### src/rtl/aes_pkg.sv
// Shared AES-128 key-expansion definitions: forward S-box, round constants,
// word helpers and the key-expander state encoding.
package aes_pkg;

    // Forward S-box, indexed by the input byte
    localparam logic [7:0] SBOX [256] = '{
        8'h63, 8'h7c, 8'h77, 8'h7b, 8'hf2, 8'h6b, 8'h6f, 8'hc5, 8'h30, 8'h01, 8'h67, 8'h2b, 8'hfe, 8'hd7, 8'hab, 8'h76,
        8'hca, 8'h82, 8'hc9, 8'h7d, 8'hfa, 8'h59, 8'h47, 8'hf0, 8'had, 8'hd4, 8'ha2, 8'haf, 8'h9c, 8'ha4, 8'h72, 8'hc0,
        8'hb7, 8'hfd, 8'h93, 8'h26, 8'h36, 8'h3f, 8'hf7, 8'hcc, 8'h34, 8'ha5, 8'he5, 8'hf1, 8'h71, 8'hd8, 8'h31, 8'h15,
        8'h04, 8'hc7, 8'h23, 8'hc3, 8'h18, 8'h96, 8'h05, 8'h9a, 8'h07, 8'h12, 8'h80, 8'he2, 8'heb, 8'h27, 8'hb2, 8'h75,
        8'h09, 8'h83, 8'h2c, 8'h1a, 8'h1b, 8'h6e, 8'h5a, 8'ha0, 8'h52, 8'h3b, 8'hd6, 8'hb3, 8'h29, 8'he3, 8'h2f, 8'h84,
        8'h53, 8'hd1, 8'h00, 8'hed, 8'h20, 8'hfc, 8'hb1, 8'h5b, 8'h6a, 8'hcb, 8'hbe, 8'h39, 8'h4a, 8'h4c, 8'h58, 8'hcf,
        8'hd0, 8'hef, 8'haa, 8'hfb, 8'h43, 8'h4d, 8'h33, 8'h85, 8'h45, 8'hf9, 8'h02, 8'h7f, 8'h50, 8'h3c, 8'h9f, 8'ha8,
        8'h51, 8'ha3, 8'h40, 8'h8f, 8'h92, 8'h9d, 8'h38, 8'hf5, 8'hbc, 8'hb6, 8'hda, 8'h21, 8'h10, 8'hff, 8'hf3, 8'hd2,
        8'hcd, 8'h0c, 8'h13, 8'hec, 8'h5f, 8'h97, 8'h44, 8'h17, 8'hc4, 8'ha7, 8'h7e, 8'h3d, 8'h64, 8'h5d, 8'h19, 8'h73,
        8'h60, 8'h81, 8'h4f, 8'hdc, 8'h22, 8'h2a, 8'h90, 8'h88, 8'h46, 8'hee, 8'hb8, 8'h14, 8'hde, 8'h5e, 8'h0b, 8'hdb,
        8'he0, 8'h32, 8'h3a, 8'h0a, 8'h49, 8'h06, 8'h24, 8'h5c, 8'hc2, 8'hd3, 8'hac, 8'h62, 8'h91, 8'h95, 8'he4, 8'h79,
        8'he7, 8'hc8, 8'h37, 8'h6d, 8'h8d, 8'hd5, 8'h4e, 8'ha9, 8'h6c, 8'h56, 8'hf4, 8'hea, 8'h65, 8'h7a, 8'hae, 8'h08,
        8'hba, 8'h78, 8'h25, 8'h2e, 8'h1c, 8'ha6, 8'hb4, 8'hc6, 8'he8, 8'hdd, 8'h74, 8'h1f, 8'h4b, 8'hbd, 8'h8b, 8'h8a,
        8'h70, 8'h3e, 8'hb5, 8'h66, 8'h48, 8'h03, 8'hf6, 8'h0e, 8'h61, 8'h35, 8'h57, 8'hb9, 8'h86, 8'hc1, 8'h1d, 8'h9e,
        8'he1, 8'hf8, 8'h98, 8'h11, 8'h69, 8'hd9, 8'h8e, 8'h94, 8'h9b, 8'h1e, 8'h87, 8'he9, 8'hce, 8'h55, 8'h28, 8'hdf,
        8'h8c, 8'ha1, 8'h89, 8'h0d, 8'hbf, 8'he6, 8'h42, 8'h68, 8'h41, 8'h99, 8'h2d, 8'h0f, 8'hb0, 8'h54, 8'hbb, 8'h16
    };

    // Round constants for rounds 1..10 (most significant byte of the round word)
    localparam logic [7:0] RCON [1:10] = '{
        8'h01, 8'h02, 8'h04, 8'h08, 8'h10, 8'h20, 8'h40, 8'h80, 8'h1b, 8'h36
    };

    typedef enum logic [1:0] {KX_IDLE, KX_EXPAND, KX_DONE} kx_state_t;

    // Left rotate a word by one byte
    function automatic logic [31:0] rot_word(input logic [31:0] w);
        return {w[23:0], w[31:24]};
    endfunction

    // Apply the S-box to every byte of a word
    function automatic logic [31:0] sub_word(input logic [31:0] w);
        return {SBOX[w[31:24]], SBOX[w[23:16]], SBOX[w[15:8]], SBOX[w[7:0]]};
    endfunction

endpackage

### src/rtl/aes_sbox.sv
// Combinational forward S-box lookup for one byte.
module aes_sbox
    import aes_pkg::*;
(
    input  logic [7:0] data,
    output logic [7:0] result
);

    assign result = SBOX[data];

endmodule

### src/rtl/aes_key_expander.sv
// Iterative AES-128 key expansion, one round key per clock.
// KeySchedule slice i holds round key (10-i): the cipher key is in the top
// slice and the last round key in the bottom slice, decryption order.
// Optional build macro AES_KEYEXP_CACHE_EN: remembers the key of the last
// completed expansion and answers a repeat request without re-expanding.
module aes_key_expander
    import aes_pkg::*;
#(
    parameter int NR = 10
) (
    input  logic          clk,
    input  logic          RESET,
    input  logic          start,
    input  logic [127:0]  Cipherkey,
    output logic [1407:0] KeySchedule,
    output logic          ks_valid,
    output logic          busy
);

    if (NR != 10) begin : g_nr_check
        $error("aes_key_expander supports only NR = 10 (AES-128)");
    end

    kx_state_t    state_reg;
    logic [3:0]   rnd_reg;
    logic [127:0] cur_key_reg;
    logic         ks_valid_reg;
    logic         busy_reg;

    logic [31:0]  rot_w;
    logic [31:0]  sub_w;
    logic [31:0]  temp_w;
    logic [7:0]   rcon_byte;
    logic [127:0] next_key;
    logic         cache_hit;
    logic         load_fire;
    logic         exp_fire;

    genvar gi;

    // Round function datapath: four S-box lanes on the rotated last word
    assign rot_w = rot_word(cur_key_reg[31:0]);
    for (gi = 0; gi < 4; gi++) begin : g_sbox
        aes_sbox u_sbox (
            .data   (rot_w[8*gi +: 8]),
            .result (sub_w[8*gi +: 8])
        );
    end

    // Round constant for the round currently being computed
    always_comb begin
        rcon_byte = 8'h00;
        if (rnd_reg >= 4'd1 && rnd_reg <= 4'd10) begin
            rcon_byte = RCON[rnd_reg];
        end
    end

    assign temp_w = sub_w ^ {rcon_byte, 24'h0};
    assign next_key[127:96] = cur_key_reg[127:96] ^ temp_w;
    assign next_key[95:64]  = cur_key_reg[95:64]  ^ next_key[127:96];
    assign next_key[63:32]  = cur_key_reg[63:32]  ^ next_key[95:64];
    assign next_key[31:0]   = cur_key_reg[31:0]   ^ next_key[63:32];

    assign load_fire = (state_reg == KX_IDLE) && start && !cache_hit;
    assign exp_fire  = (state_reg == KX_EXPAND) && start;

    // Schedule storage: one register per slice with its own write enable
    for (gi = 0; gi <= 10; gi++) begin : g_slice
        logic [127:0] slice_reg;
        logic         wr_en;
        logic [127:0] wr_data;

        if (gi == 10) begin : g_key
            assign wr_en   = load_fire;
            assign wr_data = Cipherkey;
        end else begin : g_round
            assign wr_en   = exp_fire && (rnd_reg == 4'(10 - gi));
            assign wr_data = next_key;
        end

        // Capture the slice's round key; aborted runs leave it untouched
        always_ff @(posedge clk) begin
            if (RESET) begin
                slice_reg <= '0;
            end else if (wr_en) begin
                slice_reg <= wr_data;
            end
        end

        assign KeySchedule[128*gi +: 128] = slice_reg;
    end

`ifdef AES_KEYEXP_CACHE_EN
    logic [127:0] cached_key_reg;
    logic         cached_ok_reg;

    assign cache_hit = cached_ok_reg && (Cipherkey == cached_key_reg);

    // Track the key of the last fully completed expansion
    always_ff @(posedge clk) begin
        if (RESET) begin
            cached_ok_reg  <= 1'b0;
            cached_key_reg <= '0;
        end else if (load_fire) begin
            cached_ok_reg <= 1'b0;
        end else if (state_reg == KX_EXPAND && !start) begin
            cached_ok_reg <= 1'b0;
        end else if (exp_fire && rnd_reg == 4'd10) begin
            cached_ok_reg  <= 1'b1;
            cached_key_reg <= KeySchedule[1407:1280];
        end
    end
`else
    assign cache_hit = 1'b0;
`endif

    // Control FSM: accept, iterate ten rounds, hold completion while start stays high
    always_ff @(posedge clk) begin
        if (RESET) begin
            state_reg    <= KX_IDLE;
            rnd_reg      <= 4'd0;
            cur_key_reg  <= '0;
            ks_valid_reg <= 1'b0;
            busy_reg     <= 1'b0;
        end else begin
            case (state_reg)
                KX_IDLE: begin
                    if (start) begin
                        if (cache_hit) begin
                            state_reg    <= KX_DONE;
                            ks_valid_reg <= 1'b1;
                        end else begin
                            cur_key_reg <= Cipherkey;
                            rnd_reg     <= 4'd1;
                            busy_reg    <= 1'b1;
                            state_reg   <= KX_EXPAND;
                        end
                    end
                end
                KX_EXPAND: begin
                    if (!start) begin
                        state_reg <= KX_IDLE;
                        busy_reg  <= 1'b0;
                        rnd_reg   <= 4'd0;
                    end else begin
                        cur_key_reg <= next_key;
                        if (rnd_reg == 4'd10) begin
                            state_reg    <= KX_DONE;
                            busy_reg     <= 1'b0;
                            ks_valid_reg <= 1'b1;
                        end else begin
                            rnd_reg <= rnd_reg + 4'd1;
                        end
                    end
                end
                KX_DONE: begin
                    if (!start) begin
                        state_reg    <= KX_IDLE;
                        ks_valid_reg <= 1'b0;
                    end
                end
                default: begin
                    state_reg <= KX_IDLE;
                end
            endcase
        end
    end

    assign ks_valid = ks_valid_reg;
    assign busy     = busy_reg;

endmodule

### config.mk
export PLATFORM = sky130hd
export DESIGN_NAME = aes_key_expander
export DESIGN_NICKNAME = d
export VERILOG_FILES = /design/src/rtl/aes_pkg.sv /design/src/rtl/aes_sbox.sv /design/src/rtl/aes_key_expander.sv
export SDC_FILE = /design/constraint.sdc
export NUM_CORES = 2
export LEC_CHECK = 0
export CORE_AREA = 2 2 602 604
export DETAILED_ROUTE_END_ITERATION = 10
export DIE_AREA = 0 0 604 606
export GPL_TIMING_DRIVEN = 0
export PLACE_DENSITY = 0.48
export SLEW_MARGIN = 25
export SYNTH_ARGS = -nofsm -noshare
export SYNTH_HDL_FRONTEND = slang
export SYNTH_SLANG_ARGS = --single-unit
### constraint.sdc
create_clock -name clk -period 5.8 [get_ports clk]
set_clock_uncertainty 0.05 [all_clocks]
set_input_delay 1.45 -clock clk [delete_from_list [all_inputs] [get_ports clk]]
set_output_delay 1.45 -clock clk [all_outputs]
set_load 0.05 [all_outputs]
# == Yosys cells after proc, flatten, opt, wreduce, memory -nomap -nowiden ==
# Memories as Yosys holds them, arrays and structs flattened.
# Index checks and enable logic that the tools add are counted.
# word_totals
n_memories,5
ff_bits,1544
wordCells,109
input_bits,131
out_inout_bits,1410
mem_bits_ro,8320
latch_bits,0
ram_bits,0
# mem_list
memory,depth,width,read_ports,rd_ports_with_merged_regs,write_ports,line_no,source
(name not given),256,8,1,0,0,aes_sbox.sv:9,assign result = SBOX[data];
(name not given),256,8,1,0,0,aes_sbox.sv:9,
(name not given),256,8,1,0,0,aes_sbox.sv:9,
(name not given),256,8,1,0,0,aes_sbox.sv:9,
(name not given),16,8,1,0,0,aes_key_expander.sv:54,rcon_byte = RCON[rnd_reg];
# op_classes
n_mul,0
addsub,1
bitwise,10
eq_ne,18
n_div,0
muxes,31
n_shift,0
reduce_logical,21
magnitude_cmp,7
# ops
op,count
2-to-1 mux 128 bit,2
one-hot mux 128 bit (2 select lines),1
bitwise XOR 32 bit,5
2-to-1 mux 8 bit,11
greater-or-equal comparator 9 bit (second input constant),4
NOT 8 -> 9 bit,4
equality test 4 x 3 -> 1 bit (second input constant),4
logical AND 1 bit,13
equality test 4 bit (second input constant),3
2-to-1 mux 4 bit,3
AND reduction 3 bit,4
equality test 4 x 2 -> 1 bit (second input constant),2
2-to-1 mux 2 bit,4
one-hot mux 4 bit (2 select lines),1
2-to-1 mux 1 bit,6
inequality test 2 bit (second input constant),3
one-hot mux 2 bit (3 select lines),1
greater-or-equal comparator 5 bit (second input constant),1
NOT 4 -> 5 bit,1
adder 4 x 1 -> 4 bit (second input constant),1
equality test 4 x 1 -> 1 bit (second input constant),1
greater-or-equal comparator 4 x 1 -> 1 bit (second input constant),1
<= comparator 4 bit (second input constant),1
one-hot mux 1 bit (2 select lines),2
other kinds (8),9

# == Longest topological paths before layout ==
# depth
depth_word,12
mapped_depth,16
depth_no_buf,11

# == Cells and area by module ==
# Synthesis repeated with hierarchy kept, for this count alone.
# unflattened
hier_cells,8807
hier_area_um2,69561.7
# by_module_without_submodules
mod,n_inst,area_per_inst_um2,seq_area_each_um2,cells_each
aes_key_expander,1,56844.5,30909.6,6779
aes_sbox,4,3179.3,0.0,507

# == Worst setup path after synthesis ==
# Ideal clock, no wire load.
# synth_path
path_type,register -> register
from,register cur_key_reg[0]
to,register g_slice[0].slice_reg[10]
required_time_ns,5.622
setup_ns,0.128
path_buffers,4
setup_slack_ns,1.657
stages_incl_launch_ff,15
synth_period_minus_slack_ns,4.143
arrival_time_ns,3.965
cell_sequence,dfxtp_1 -> buf_2 -> buf_2 -> clkinv_1 -> ha_1 -> clkbuf_1 -> clkbuf_1 -> a21oi_1 -> mux4_2 -> a221o_1 -> o32a_1 -> xnor3_1 -> xnor2_2 -> o21a_1 -> nor2_1
# synth_between
elab_chain_cells,9
# synth_lines
item,line_no,source
from (decl),aes_key_expander.sv:26,logic [127:0] cur_key_reg;
from (signal assigned),aes_key_expander.sv:133,cur_key_reg <= Cipherkey;
from (signal assigned),aes_key_expander.sv:146,cur_key_reg <= next_key;
NOT 8 -> 9 bit (not written as such),aes_sbox.sv:9,
memory read (256 x 8 bit),-,
2-to-1 mux 8 bit (not written as such) (2 in a row),aes_sbox.sv:9,
bitwise XOR 32 bit,aes_key_expander.sv:58,"assign temp_w = sub_w ^ {rcon_byte, 24'h0};"
bitwise XOR 32 bit,aes_key_expander.sv:59,assign next_key[127:96] = cur_key_reg[127:96] ^ temp_w;
bitwise XOR 32 bit,aes_key_expander.sv:60,assign next_key[95:64] = cur_key_reg[95:64] ^ next_key[127:96];
bitwise XOR 32 bit,aes_key_expander.sv:61,assign next_key[63:32] = cur_key_reg[63:32] ^ next_key[95:64];
bitwise XOR 32 bit,aes_key_expander.sv:62,assign next_key[31:0] = cur_key_reg[31:0] ^ next_key[63:32];
to (signal assigned),aes_key_expander.sv:86,slice_reg <= wr_data;
to (decl),aes_key_expander.sv:69,logic [127:0] slice_reg;
# Every way passes these cells. The select of a mux whose other input is x is not followed.
# A chain may end at the register's enable or synchronous reset.

# == Worst setup path in the final report ==
# layout_path
from,register cur_key_reg[24]
to,register g_slice[6].slice_reg[96]
# layout_between
elab_chain_cells,6
# layout_lines
item,line_no
NOT 8 -> 9 bit (not written as such),aes_sbox.sv:9
memory read (256 x 8 bit),-
2-to-1 mux 8 bit (not written as such) (2 in a row),aes_sbox.sv:9
bitwise XOR 32 bit,aes_key_expander.sv:58
bitwise XOR 32 bit,aes_key_expander.sv:59
to (signal assigned),aes_key_expander.sv:86
to (decl),aes_key_expander.sv:69
# Every way passes these cells. The select of a mux whose other input is x is not followed.

==> out/qor.txt <==
DIE AREA -> 366000 µm²
Status -> finished with violations
Failing checks -> negative setup slack
Async S/R FF share, synth -> 0
TritonCTS clock tree -> done
Most numerous cell in the Yosys netlist -> dfxtp_1
Initial antenna violation count -> 75
CP Data Arrival Time -> 6.70 ns
GPL Wtd Cong -> 1.045
Power Dens Cells -> 412.3 nW/µm²
Post-synth top cells -> 1544 x dfxtp_1, 1257 x nand2_1, 1158 x nor2_1
Top-area cell type share of the netlist area -> 0.4277
Top FF cell, synth -> dfxtp_1
Leakage -> 34.72 nW
Synth area leaders -> dfxtp_1 43%, a211oi_1 7.4%, nand2_1 6.5%, nor2_1 6.0%, a21oi_1 5.4%
CP max FO -> 11
Post-route DRC -> 0
Number of DRC markers in iteration 0 -> 10160
Achievable frequency -> 166.4 MHz
Seq cells post-synth -> 1544
Initial Utilization -> 0.2006
Critical Path RT -> 6.49 ns
Core area -> 360300 µm²
Worst Setup Path Type -> reg2reg
Clock sink count -> 1544
Hold Crit Class -> reg2reg
RSZ-0062 raised after global routing -> false
DP Area -> 96940 µm²
Peak supply drop -> 0.0003192 V
Max cap viols -> 0
Die width -> 604 µm
Mean post-synth cell area -> 8.151 µm²
Critical path startpoint category -> flip-flop
H-Tree Depth -> 4
Sequential area share after synthesis -> 0.4277
Final WS setup -> -0.2079 ns
Die span in y -> 606 µm
# port buffers -> 1540
Worst-Skew Late Latency -> 0.94 ns
Global route overflow -> 0
Syn_nets -> 9065
Detailed placement HPWL -> 482.8 mm
Final net count -> 10933
Ys Warns -> 0
Placed cells -> 15318
Cells after Synth -> 8867
Power Total -> 43.02 mW
Num ports -> 1541
Finished Core Util -> 0.2896
Mapped Area -> 72270 µm²
Vias -> 82798
Design Area, Final -> 104400 µm²
P&R area growth vs syn -> 44.38%
Vias in the first global route -> 77133
Max reg flops -> 1408
Clock Tree Buf Depth -> 4
Most area-hungry cell type in the Yosys netlist -> dfxtp_1
DR WL/cell -> 39.37 µm
Hold buffers post-CTS -> 0
First-pass GRT wire length -> 790.0 mm
Crit end category -> flip-flop
Max-slew headroom -> 0.1893
EDFF count, synth -> 0
Min Tclk post-route -> 6.008 ns
Final WL -> 618.2 mm
Final Non-Filler Cells -> 15702
Detail Route Antenna Nets -> 0
Final period util -> 1.036
Via density -> 5.273
GRT Overall Usage -> 0.3222
Slew Limit Fails -> 0
Largest net degree at the start of global routing -> 17
Slew @ Worst Pin -> 1.212 ns
Worst-path clk slew -> 0.06 ns
Final Setup Violations -> 94
CTS Buf Count -> 189
First-pass DRT Iterations -> 8
FP Rows -> 221
Final hold violation count -> 0
Unique masters post-synth -> 115
CTS Root Cell -> clkbuf_16
Share of post-route cells with drive strength above 1 -> 0.1037
[logic make-up after synthesis]
| kind of cell | Yosys count | synth area share |
|---|---|---|
| DFF | 1544 | 0.4277 |
| AOI/OAI and AO/OA | 2519 | 0.2316 |
| buffers and inverters | 1018 | 0.05879 |
| xor gates and xnor gates | 181 | 0.03284 |
| muxes | 117 | 0.02564 |
| adders and majority gates | 68 | 0.01174 |
| and+or+nand+nor | 3420 | 0.2118 |
[layer usage]
metal | wire length, µm | global-route usage
met1 | 239900 | 0.3842
met2 | 274700 | 0.5104
met3 | 52290 | 0.07968
met4 | 51080 | 0.2203
met5 | 218 | 0
[worst max-delay path: stages (launching register included)]
cell        delay [ns]
dfxtp_1           0.74
clkinvlp_4        0.30
buf_4             0.22
ha_1              0.30
clkbuf_1          0.49
mux2i_1           0.38
mux2i_1           0.18
a211oi_1          0.74
o221ai_1          0.34
o41ai_4           0.25
xor2_1            0.99
clkbuf_2          0.67
a211oi_1          0.15
[per-stage QoR]
stage	hold WS (ns)	worst slack [ns]	setup TNS [ns]
5_1_grt	0.4165	0.009688	0
3_5_place_dp	0.3956	-1.560	-815.22
6_report	0.4016	-0.2079	-4.556
4_1_cts	0.4035	-0.003189	-0.005390
2_1_floorplan	0.3863	1.657	0
3_3_place_gp	0.3898	-3.167	-2336.88
[what timing repair did]
item / CTS / global route
resized for setup: 93 / 22
setup endpoints to repair: 1230 / 250
pin swaps: 11 / 3
setup buffers: 19 / 6
[report_power, final]
group | switching [mW] | internal [mW] | leakage, nW | total [mW]
Combinational | 14.0 | 5.17 | 19.0 | 19.1
Clock | 5.41 | 7.42 | 3.18 | 12.8
Sequential | 0.249 | 10.8 | 12.5 | 11.0
[cell type report]
type,instances,area [µm²]
Sequential cell,1544,30920
Buffer,943,4290
Timing Repair Buffer,1682,18310
Multi-Input combinational cell,6305,38000
Clock buffer,269,5544
Fill cell,38959,255900
Clock inverter,69,949.7
Antenna cell,26,65.06
Inverter,70,274.0
Tap cell,4794,5998
[final timing paths]
kind                             start                   endpoint  slack, ns  cells past startpoint
max                    cur_key_reg[24]   g_slice[6].slice_reg[96]      -0.21                     12
min          g_slice[10].slice_reg[83]  g_slice[10].slice_reg[83]       0.40                      2
max reg2reg            cur_key_reg[24]   g_slice[6].slice_reg[96]      -0.21                     12
min reg2reg  g_slice[10].slice_reg[83]  g_slice[10].slice_reg[83]       0.40                      2
[layout by cell type (no fill, tap or decap), types with 43 or more instances in the layout]
cell type	Yosys	routed
xnor2_1	79	55
clkbuf_2	0	203
buf_12	0	47
a31oi_1	76	75
clkbuf_16	0	192
nor2b_1	108	101
o21ai_0	328	328
clkbuf_8	0	45
and3_1	50	50
a21oi_1	784	783
inv_1	58	56
a311oi_1	47	47
mux2i_1	45	43
nand3b_1	152	152
nand2_1	1257	1255
nor2_1	1158	1151
buf_16	0	57
buf_2	135	126
clkbuf_1	700	517
buf_1	58	55
mux4_2	50	50
o211ai_1	47	47
buf_4	41	68
nand2b_1	120	118
nor3_1	223	222
dfxtp_1	1544	1537
clkdlybuf4s50_1	0	1538
o21a_1	43	43
ha_1	67	66
a211oi_1	715	714
nand3_1	132	131
Power figures use the tool's default switching activity.
